## src/rtl/pixel_pkg.sv

```systemverilog
// Shared pixel-path definitions: default lane geometry, packer FSM encoding and word-count helper.
// The packer state set grows by CSUM when PACK_CHECKSUM_EN is defined.
package pixel_pkg;

    localparam int PIX_W_DEF        = 8;
    localparam int PIX_PER_WORD_DEF = 5;

`ifdef PACK_CHECKSUM_EN
    typedef enum logic [2:0] {
        ST_IDLE,
        ST_FILL,
        ST_WRITE,
        ST_CSUM,
        ST_DONE
    } pack_state_t;
`else
    typedef enum logic [1:0] {
        ST_IDLE,
        ST_FILL,
        ST_WRITE,
        ST_DONE
    } pack_state_t;
`endif

    // Words needed to hold num_pixels, last word possibly partial.
    function automatic int ceil_words(input int num_pixels, input int pix_per_word);
        return (num_pixels + pix_per_word - 1) / pix_per_word;
    endfunction

endpackage

```

## src/rtl/pixel_lane_shift.sv

```systemverilog
// Packing register: writes one pixel into lane idx, clears to zero between words.
// Latency: a loaded lane appears on word the cycle after load.
// Backpressure: none; the owner pulses load only for an accepted pixel.
module pixel_lane_shift
    import pixel_pkg::*;
#(
    parameter int  PIX_W        = PIX_W_DEF,
    parameter int  PIX_PER_WORD = PIX_PER_WORD_DEF,
    localparam int WORD_W       = PIX_W * PIX_PER_WORD,
    localparam int IDX_W        = (PIX_PER_WORD > 1) ? $clog2(PIX_PER_WORD) : 1
)(
    input  logic              CLK,
    input  logic              rst,
    input  logic              clr,
    input  logic              load,
    input  logic [IDX_W-1:0]  idx,
    input  logic [PIX_W-1:0]  pix,
    output logic [WORD_W-1:0] word
);

    always_ff @(posedge CLK) begin
        if (rst || clr) begin
            word <= '0;
        end else begin
            for (int i = 0; i < PIX_PER_WORD; i++) begin
                if (load && (idx == IDX_W'(i))) begin
                    word[i*PIX_W +: PIX_W] <= pix;
                end
            end
        end
    end

endmodule

```

## src/rtl/pixel_word_packer.sv

```systemverilog
// Packs a serial pixel stream into PIX_PER_WORD-lane BRAM words at consecutive addresses; PACK_CHECKSUM_EN appends a 16-bit pixel-sum word.
// Latency: a word is written the cycle after its last lane is accepted; complete follows the final write by one cycle.
// Backpressure: pix_ready is high only in FILL, giving one stall cycle per word while it is written.
module pixel_word_packer
    import pixel_pkg::*;
#(
    parameter int  PIX_W        = PIX_W_DEF,
    parameter int  PIX_PER_WORD = PIX_PER_WORD_DEF,
    parameter int  NUM_PIXELS   = 1024,
    parameter int  ADDR_W       = 8,
    localparam int WORD_W       = PIX_W * PIX_PER_WORD
)(
    input  logic              CLK,
    input  logic              rst,
    input  logic              start,
    output logic              busy,
    output logic              complete,
    input  logic [PIX_W-1:0]  pix_in,
    input  logic              pix_valid,
    output logic              pix_ready,
    output logic              bram_we,
    output logic [ADDR_W-1:0] bram_addr,
    output logic [WORD_W-1:0] bram_din
);

    localparam int IDX_W = (PIX_PER_WORD > 1) ? $clog2(PIX_PER_WORD) : 1;
    localparam int CNT_W = $clog2(NUM_PIXELS + 1);

    pack_state_t       state, next_state;
    logic [IDX_W-1:0]  idx;
    logic [CNT_W-1:0]  pix_cnt;
    logic [ADDR_W-1:0] word_cnt;
    logic [ADDR_W-1:0] addr_hold;
    logic [WORD_W-1:0] din_hold;
    logic [WORD_W-1:0] lane_word;
    logic              accept;
    logic              start_acc;

    assign accept    = pix_valid && (state == ST_FILL);
    assign start_acc = start && (state == ST_IDLE);

    always_ff @(posedge CLK) begin
        if (rst) state <= ST_IDLE;
        else     state <= next_state;
    end

    always_comb begin
        next_state = state;
        busy       = 1'b0;
        complete   = 1'b0;
        pix_ready  = 1'b0;
        bram_we    = 1'b0;
        case (state)
            ST_IDLE: begin
                if (start) next_state = ST_FILL;
            end
            ST_FILL: begin
                busy      = 1'b1;
                pix_ready = 1'b1;
                if (accept && (idx == IDX_W'(PIX_PER_WORD - 1) || pix_cnt == CNT_W'(NUM_PIXELS - 1)))
                    next_state = ST_WRITE;
            end
            ST_WRITE: begin
                busy    = 1'b1;
                bram_we = 1'b1;
                if (pix_cnt == CNT_W'(NUM_PIXELS))
`ifdef PACK_CHECKSUM_EN
                    next_state = ST_CSUM;
`else
                    next_state = ST_DONE;
`endif
                else
                    next_state = ST_FILL;
            end
`ifdef PACK_CHECKSUM_EN
            ST_CSUM: begin
                busy       = 1'b1;
                bram_we    = 1'b1;
                next_state = ST_DONE;
            end
`endif
            ST_DONE: begin
                complete   = 1'b1;
                next_state = ST_IDLE;
            end
            default: next_state = ST_IDLE;
        endcase
    end

`ifdef PACK_CHECKSUM_EN
    logic [15:0] csum;

    always_ff @(posedge CLK) begin
        if (rst || start_acc) csum <= '0;
        else if (accept)      csum <= csum + 16'(pix_in);
    end
`endif

    // Port A shows the live word while writing and holds the last write otherwise.
    always_comb begin
        bram_addr = addr_hold;
        bram_din  = din_hold;
        if (state == ST_WRITE) begin
            bram_addr = word_cnt;
            bram_din  = lane_word;
        end
`ifdef PACK_CHECKSUM_EN
        if (state == ST_CSUM) begin
            bram_addr = word_cnt;
            bram_din  = WORD_W'(csum);
        end
`endif
    end

    always_ff @(posedge CLK) begin
        if (rst) begin
            idx       <= '0;
            pix_cnt   <= '0;
            word_cnt  <= '0;
            addr_hold <= '0;
            din_hold  <= '0;
        end else begin
            if (start_acc) begin
                idx      <= '0;
                pix_cnt  <= '0;
                word_cnt <= '0;
            end
            if (accept) begin
                idx     <= idx + 1'b1;
                pix_cnt <= pix_cnt + 1'b1;
            end
            if (state == ST_WRITE) begin
                idx      <= '0;
                word_cnt <= word_cnt + 1'b1;
            end
            if (bram_we) begin
                addr_hold <= bram_addr;
                din_hold  <= bram_din;
            end
        end
    end

    pixel_lane_shift #(
        .PIX_W        (PIX_W),
        .PIX_PER_WORD (PIX_PER_WORD)
    ) u_lane_shift (
        .CLK  (CLK),
        .rst  (rst),
        .clr  (start_acc || (state == ST_WRITE)),
        .load (accept),
        .idx  (idx),
        .pix  (pix_in),
        .word (lane_word)
    );

endmodule
```

## config.mk

```make
export PLATFORM = sky130hd
export DESIGN_NAME = pixel_word_packer
export DESIGN_NICKNAME = d
export VERILOG_FILES = /design/src/rtl/pixel_pkg.sv /design/src/rtl/pixel_lane_shift.sv /design/src/rtl/pixel_word_packer.sv
export SDC_FILE = /design/constraint.sdc
export NUM_CORES = 1
export LEC_CHECK = 0
export CAP_MARGIN = 20
export CELL_PAD_IN_SITES_DETAIL_PLACEMENT = 1
export CELL_PAD_IN_SITES_GLOBAL_PLACEMENT = 2
export CORE_UTILIZATION = 36
export DETAILED_ROUTE_END_ITERATION = 16
export PLACE_DENSITY_LB_ADDON = 0.1
export SETUP_SLACK_MARGIN = 0.5
export SKIP_LAST_GASP = 1
export SLEW_MARGIN = 30
export SYNTH_ARGS = -nofsm -noshare
export SYNTH_HDL_FRONTEND = slang
export SYNTH_SLANG_ARGS = --single-unit
```

## constraint.sdc

```tcl
create_clock -name CLK -period 4.4 [get_ports CLK]
set_clock_uncertainty 0.15 [all_clocks]
set_input_delay 0.88 -clock CLK [delete_from_list [all_inputs] [get_ports CLK]]
set_output_delay 0.88 -clock CLK [all_outputs]
set_load 0.01 [all_outputs]
```

# Word level (Yosys, flattened, before mapping)
# Index checks and enable logic that the tools add are counted.
# Widths: inputs -> output; s select.
# word_totals
ff_bits	112
wordCells	59
in_bits	12
out_inout_bits	52
# classes
n_reduce_logical	18
add_sub_neg	3
eq_ne	11
mux	16
# ops
operator	count
$mux 40	1
$mux 8	3
$mux 11	2
$add 11x1->11 const B	1
$eq 11x10->1 const B	1
$eq 11x11->1 const B	1
$add 8x1->8 const B	1
$logic_and 1x1->1	8
$pmux 2 s4	1
$eq 3x2->1 const B	2
$mux 2	3
$mux 3	2
$eq 2x2->1 const B	2
$mux 1	4
$reduce_bool 2->1	2
$reduce_or 2->1	2
$add 3x1->3 const B	1
$eq 3x1->1 const B	1
$eq 3x3->1 const B	1
$logic_not 3->1	1
$logic_or 1x1->1	3
$eq 2x1->1 const B	1
$logic_not 2->1	1
$ne 2x1->1 const B	1
2 further kinds	2

# Logic depth before layout (Yosys ltp)
# depth
word_depth	5
depth_mapped	8
depth_no_buf	6

# By module
# A second synthesis with hierarchy kept.
# hier_totals
cells_unflattened	466
area_unflattened_um2	4982.3
# modules_own_cells
mod	area_per_inst_um2	n_inst	seq_area_each_um2	cells_per_inst
pixel_word_packer	3218.1	1	1441.4	315
pixel_lane_shift	1764.2	1	800.8	151

# Worst setup path before layout
# Ideal clock, no wire load.
# synth_timing
path_type	reg2out
startpoint	register state[0]
endpoint	output bram_din[10]
n_path_buf	2
required_ns	3.370
stages_incl_launch_ff	6
arrival_ns	1.639
path_slack_ns	1.731
path_cell_list	dfxtp_1 inv_1 ha_1 clkbuf_1 buf_1 mux2_2
# synth_between
elab_chain_len	2
# synth_lines
item	line	source
start: declaration	pixel_word_packer.sv:29	pack_state_t state, next_state;
start signal: assignment	pixel_word_packer.sv:44	else state <= next_state;
$eq 2x2->1	pixel_word_packer.sv:103	if (state == ST_WRITE) begin
$mux 40	pixel_word_packer.sv:103	
end: declaration	pixel_word_packer.sv:23	output logic [WORD_W-1:0] bram_din
# Every way passes these cells.

# Final worst setup path
# layout_timing
startpoint	register state[0]
endpoint	output bram_din[33]
# The elaborated chain is that of the path after synthesis.

==> flow_summary.json <==
{
  "fin_crit_sh_pct": 77.4,
  "synth_adder_area_share_pct": 3.57,
  "ys_warn_count": 0,
  "die_y_um": 115,
  "setup-tns-final_ns": 0,
  "start_kind": "flop",
  "wirelength_um": 10900,
  "path_class": "flop to output pin",
  "hpwlAfterDp_um": 7470,
  "power.switching_uw": 613,
  "gr-total-overflow": 0,
  "core_um2": 12200,
  "cts_tree": "done",
  "max_freq_ghz": 0.294,
  "hold_path_depth": 2,
  "fillCellCount": 1422,
  "vias_per_cell": 4.96,
  "grt_pass1_vias": 3502,
  "syn_area_per_cell_um2": 9.34,
  "wl_per_cell_um": 15.3,
  "numClockSinks": 112,
  "comb_power_share_pct": 15.5,
  "setup-violations-final": 0,
  "clk_latency_ns": 0.35,
  "ant_nets": 0,
  "vias": 3535,
  "worstPathRequired_ns": 3.37,
  "p_leak_nw": 2.04,
  "yosys.area_share.xor_xnor_pct": 0.961,
  "pre_cts_slack_ns": 1.37,
  "max-vdd-ir-drop_mv": 0.260,
  "dieArea_um2": 13100,
  "worstMarginPinSlew_ns": 0.699,
  "yosysUniqueCellTypes": 38,
  "cts_setup_buffers": 0,
  "rsz0062_at_grt": "no",
  "layout_common_cells": "dfxtp_1, nand2_1, clkdlybuf4s50_1, a21oi_1",
  "synth_top_family_by_area": "simple AND/OR/NAND/NOR gates",
  "syn-instance-count": 488,
  "relSlewSlack_pct": 53.4,
  "report.final.slew_viol_count": 0,
  "status": "finished clean",
  "initialDrtViolationCount": 112,
  "max_stage_delay_ns": 0.49,
  "cts-root-buf": "clkbuf_16",
  "drv_cap": 0,
  "pin_count": 64,
  "worst_slack_ns": 0.994,
  "cts.path.max_buffers": 2,
  "grt_pass1_wl_um": 18300,
  "end_kind": "output pin",
  "cpMaxStageDelayCell": "clkdlybuf4s50_1",
  "grt_max_degree": 41,
  "crit_arrival_ns": 2.38,
  "synth_simple_gate_area_share_pct": 22.3,
  "top_layer": "met4",
  "cts_made_buffers": 9,
  "netSwitchingFraction_pct": 25.8,
  "drc_errors": 0,
  "hold_violations": 0,
  "fin_nets": 565,
  "powerDensity_nw_per_um2": 417,
  "intPower_mw": 1.76,
  "wl_met2_um": 5240,
  "layout_commonest_cell": "dfxtp_1",
  "rows": 40,
  "h-tree-depth": 3,
  "globalplace.congestion": 0.727,
  "cts.repair.resized": 0,
  "synth.net_count": 513,
  "clk_pin_slew_ns": 0.07,
  "wirelength_met1_um": 5220,
  "portBuffers": 63,
  "yosysSeqAreaShare_pct": 49.2,
  "clkPwrFrac_pct": 40.2,
  "path_max_fanout": 27,
  "antenna_found_initial": 0,
  "synth_mux_area_share_pct": 12.4,
  "path_cells": "inv_1 -> ha_2 -> buf_4 -> mux2_2 -> clkdlybuf4s50_1",
  "initial_core_util_pct": 37.5,
  "grt_usage_pct": 18.1,
  "seqPwrFrac_pct": 44.3,
  "wl_met3_um": 333,
  "die_w_um": 115,
  "synth_compound_gate_area_share_pct": 8.59,
  "antenna_cells": 0,
  "r2r_cells": 6,
  "final_layout_size_suffix_gt1_share_pct": 14.5,
  "postCtsHoldBufs": 0,
  "worstHoldPathType": "flop to flop",
  "ys_ff_latch": 112,
  "syn_area_um2": 4560,
  "fin_crit_ns": 3.41,
  "firstDrtPassIters": 4,
  "syn2layout_area_growth_pct": 25.0
}
## area by class of cell
class | count | area [um^2] | share of cell area (%)
flip-flops and latches | 112 | 2240 | 39.4
multi-input cells | 340 | 2180 | 38.3
repair buffers | 67 | 668 | 11.7
clock buffers | 11 | 253 | 4.44
well taps | 168 | 210 | 3.69
clock inverters | 5 | 103 | 1.80
inverters | 10 | 37.5 | 0.659
## power groups by stage
stage | Sequential (mW) | Combinational (mW) | Clock [mW]
after global placement | 1.08 | 0.370 | 0
after global routing | 1.06 | 0.410 | 1.03
after detailed placement | 1.08 | 0.375 | 0
after floorplan | 1.07 | 0.248 | 0
final | 1.05 | 0.367 | 0.955
after CTS | 1.05 | 0.375 | 0.987
## through the flow
step           util [%]  cells  hold WS (ns)  power, mW  area [um^2]
2_1_floorplan         -    488         0.283       1.32         4560
3_3_place_gp       43.9    697         0.288       1.45         5340
3_5_place_dp       43.9    697         0.297       1.45         5340
4_1_cts            46.8    713         0.307       2.42         5700
5_1_grt            46.8    713         0.326       2.50         5700
6_report           46.8    713         0.307       2.38         5700
## worst max-delay path: cells and delay by family, from the launching register on
family     cells  cell delay, ns
fa+ha+maj      1            0.30
buf+inv        3            0.96
flops          1            0.36
mux            1            0.40
## layer usage
metal,vias up,global-route usage (%)
li1,1738,-
met1,1737,23.1
met2,53,30.3
met3,7,4.55
met4,0,4.94
met5,-,0
## synth_stat cells (all sizes together)
cell / n / area share, %
xor2: 4 / 0.77
a32o: 1 / 0.25
o21ai: 1 / 0.11
clkbuf: 24 / 2.0
o311ai: 2 / 0.38
xnor2: 1 / 0.19
nand3b: 4 / 0.66
nor2b: 48 / 6.6
or4: 2 / 0.41
dfxtp: 112 / 49
nand2: 89 / 7.3
buf: 2 / 0.16
o21bai: 1 / 0.16
a211oi: 1 / 0.16
nand3: 18 / 2.0
nor2: 9 / 0.74
nor4bb: 1 / 0.22
or3: 6 / 0.85
inv: 10 / 0.82
nand2b: 3 / 0.41
a21oi: 58 / 6.4
nor3: 3 / 0.33
nor4b: 2 / 0.38
o211ai: 5 / 0.82
and3b: 1 / 0.19
mux2i: 1 / 0.22
and3: 3 / 0.44
ha: 13 / 3.6
mux2: 49 / 12
or2: 3 / 0.41
a22oi: 2 / 0.33
nand4: 4 / 0.69
and2: 5 / 0.69
## worst paths after layout
kind	start	end	slack, ns
setup reg to reg	state[1]	state[1]	2.05
setup / recovery	state[0]	bram_din[33]	0.99
hold / removal	u_lane_shift.word[17]	u_lane_shift.word[17]	0.31
hold reg to reg	u_lane_shift.word[17]	u_lane_shift.word[17]	0.31
## state kept, by name, summed over array words and instances, names as in the netlist
name / count
state: 2
u_lane_shift.word: 40
word_cnt: 8
idx: 3
din_hold: 40
addr_hold: 8
pix_cnt: 11
## cell families after synthesis
kind of cell	Yosys count
DFF	112
AOI/OAI and AO/OA	71
buffers and inverters	36
adders and majority gates	13
muxes	50
and+or+nand+nor	201
xor gates and xnor gates	5
Power figures use the tool's default switching activity.
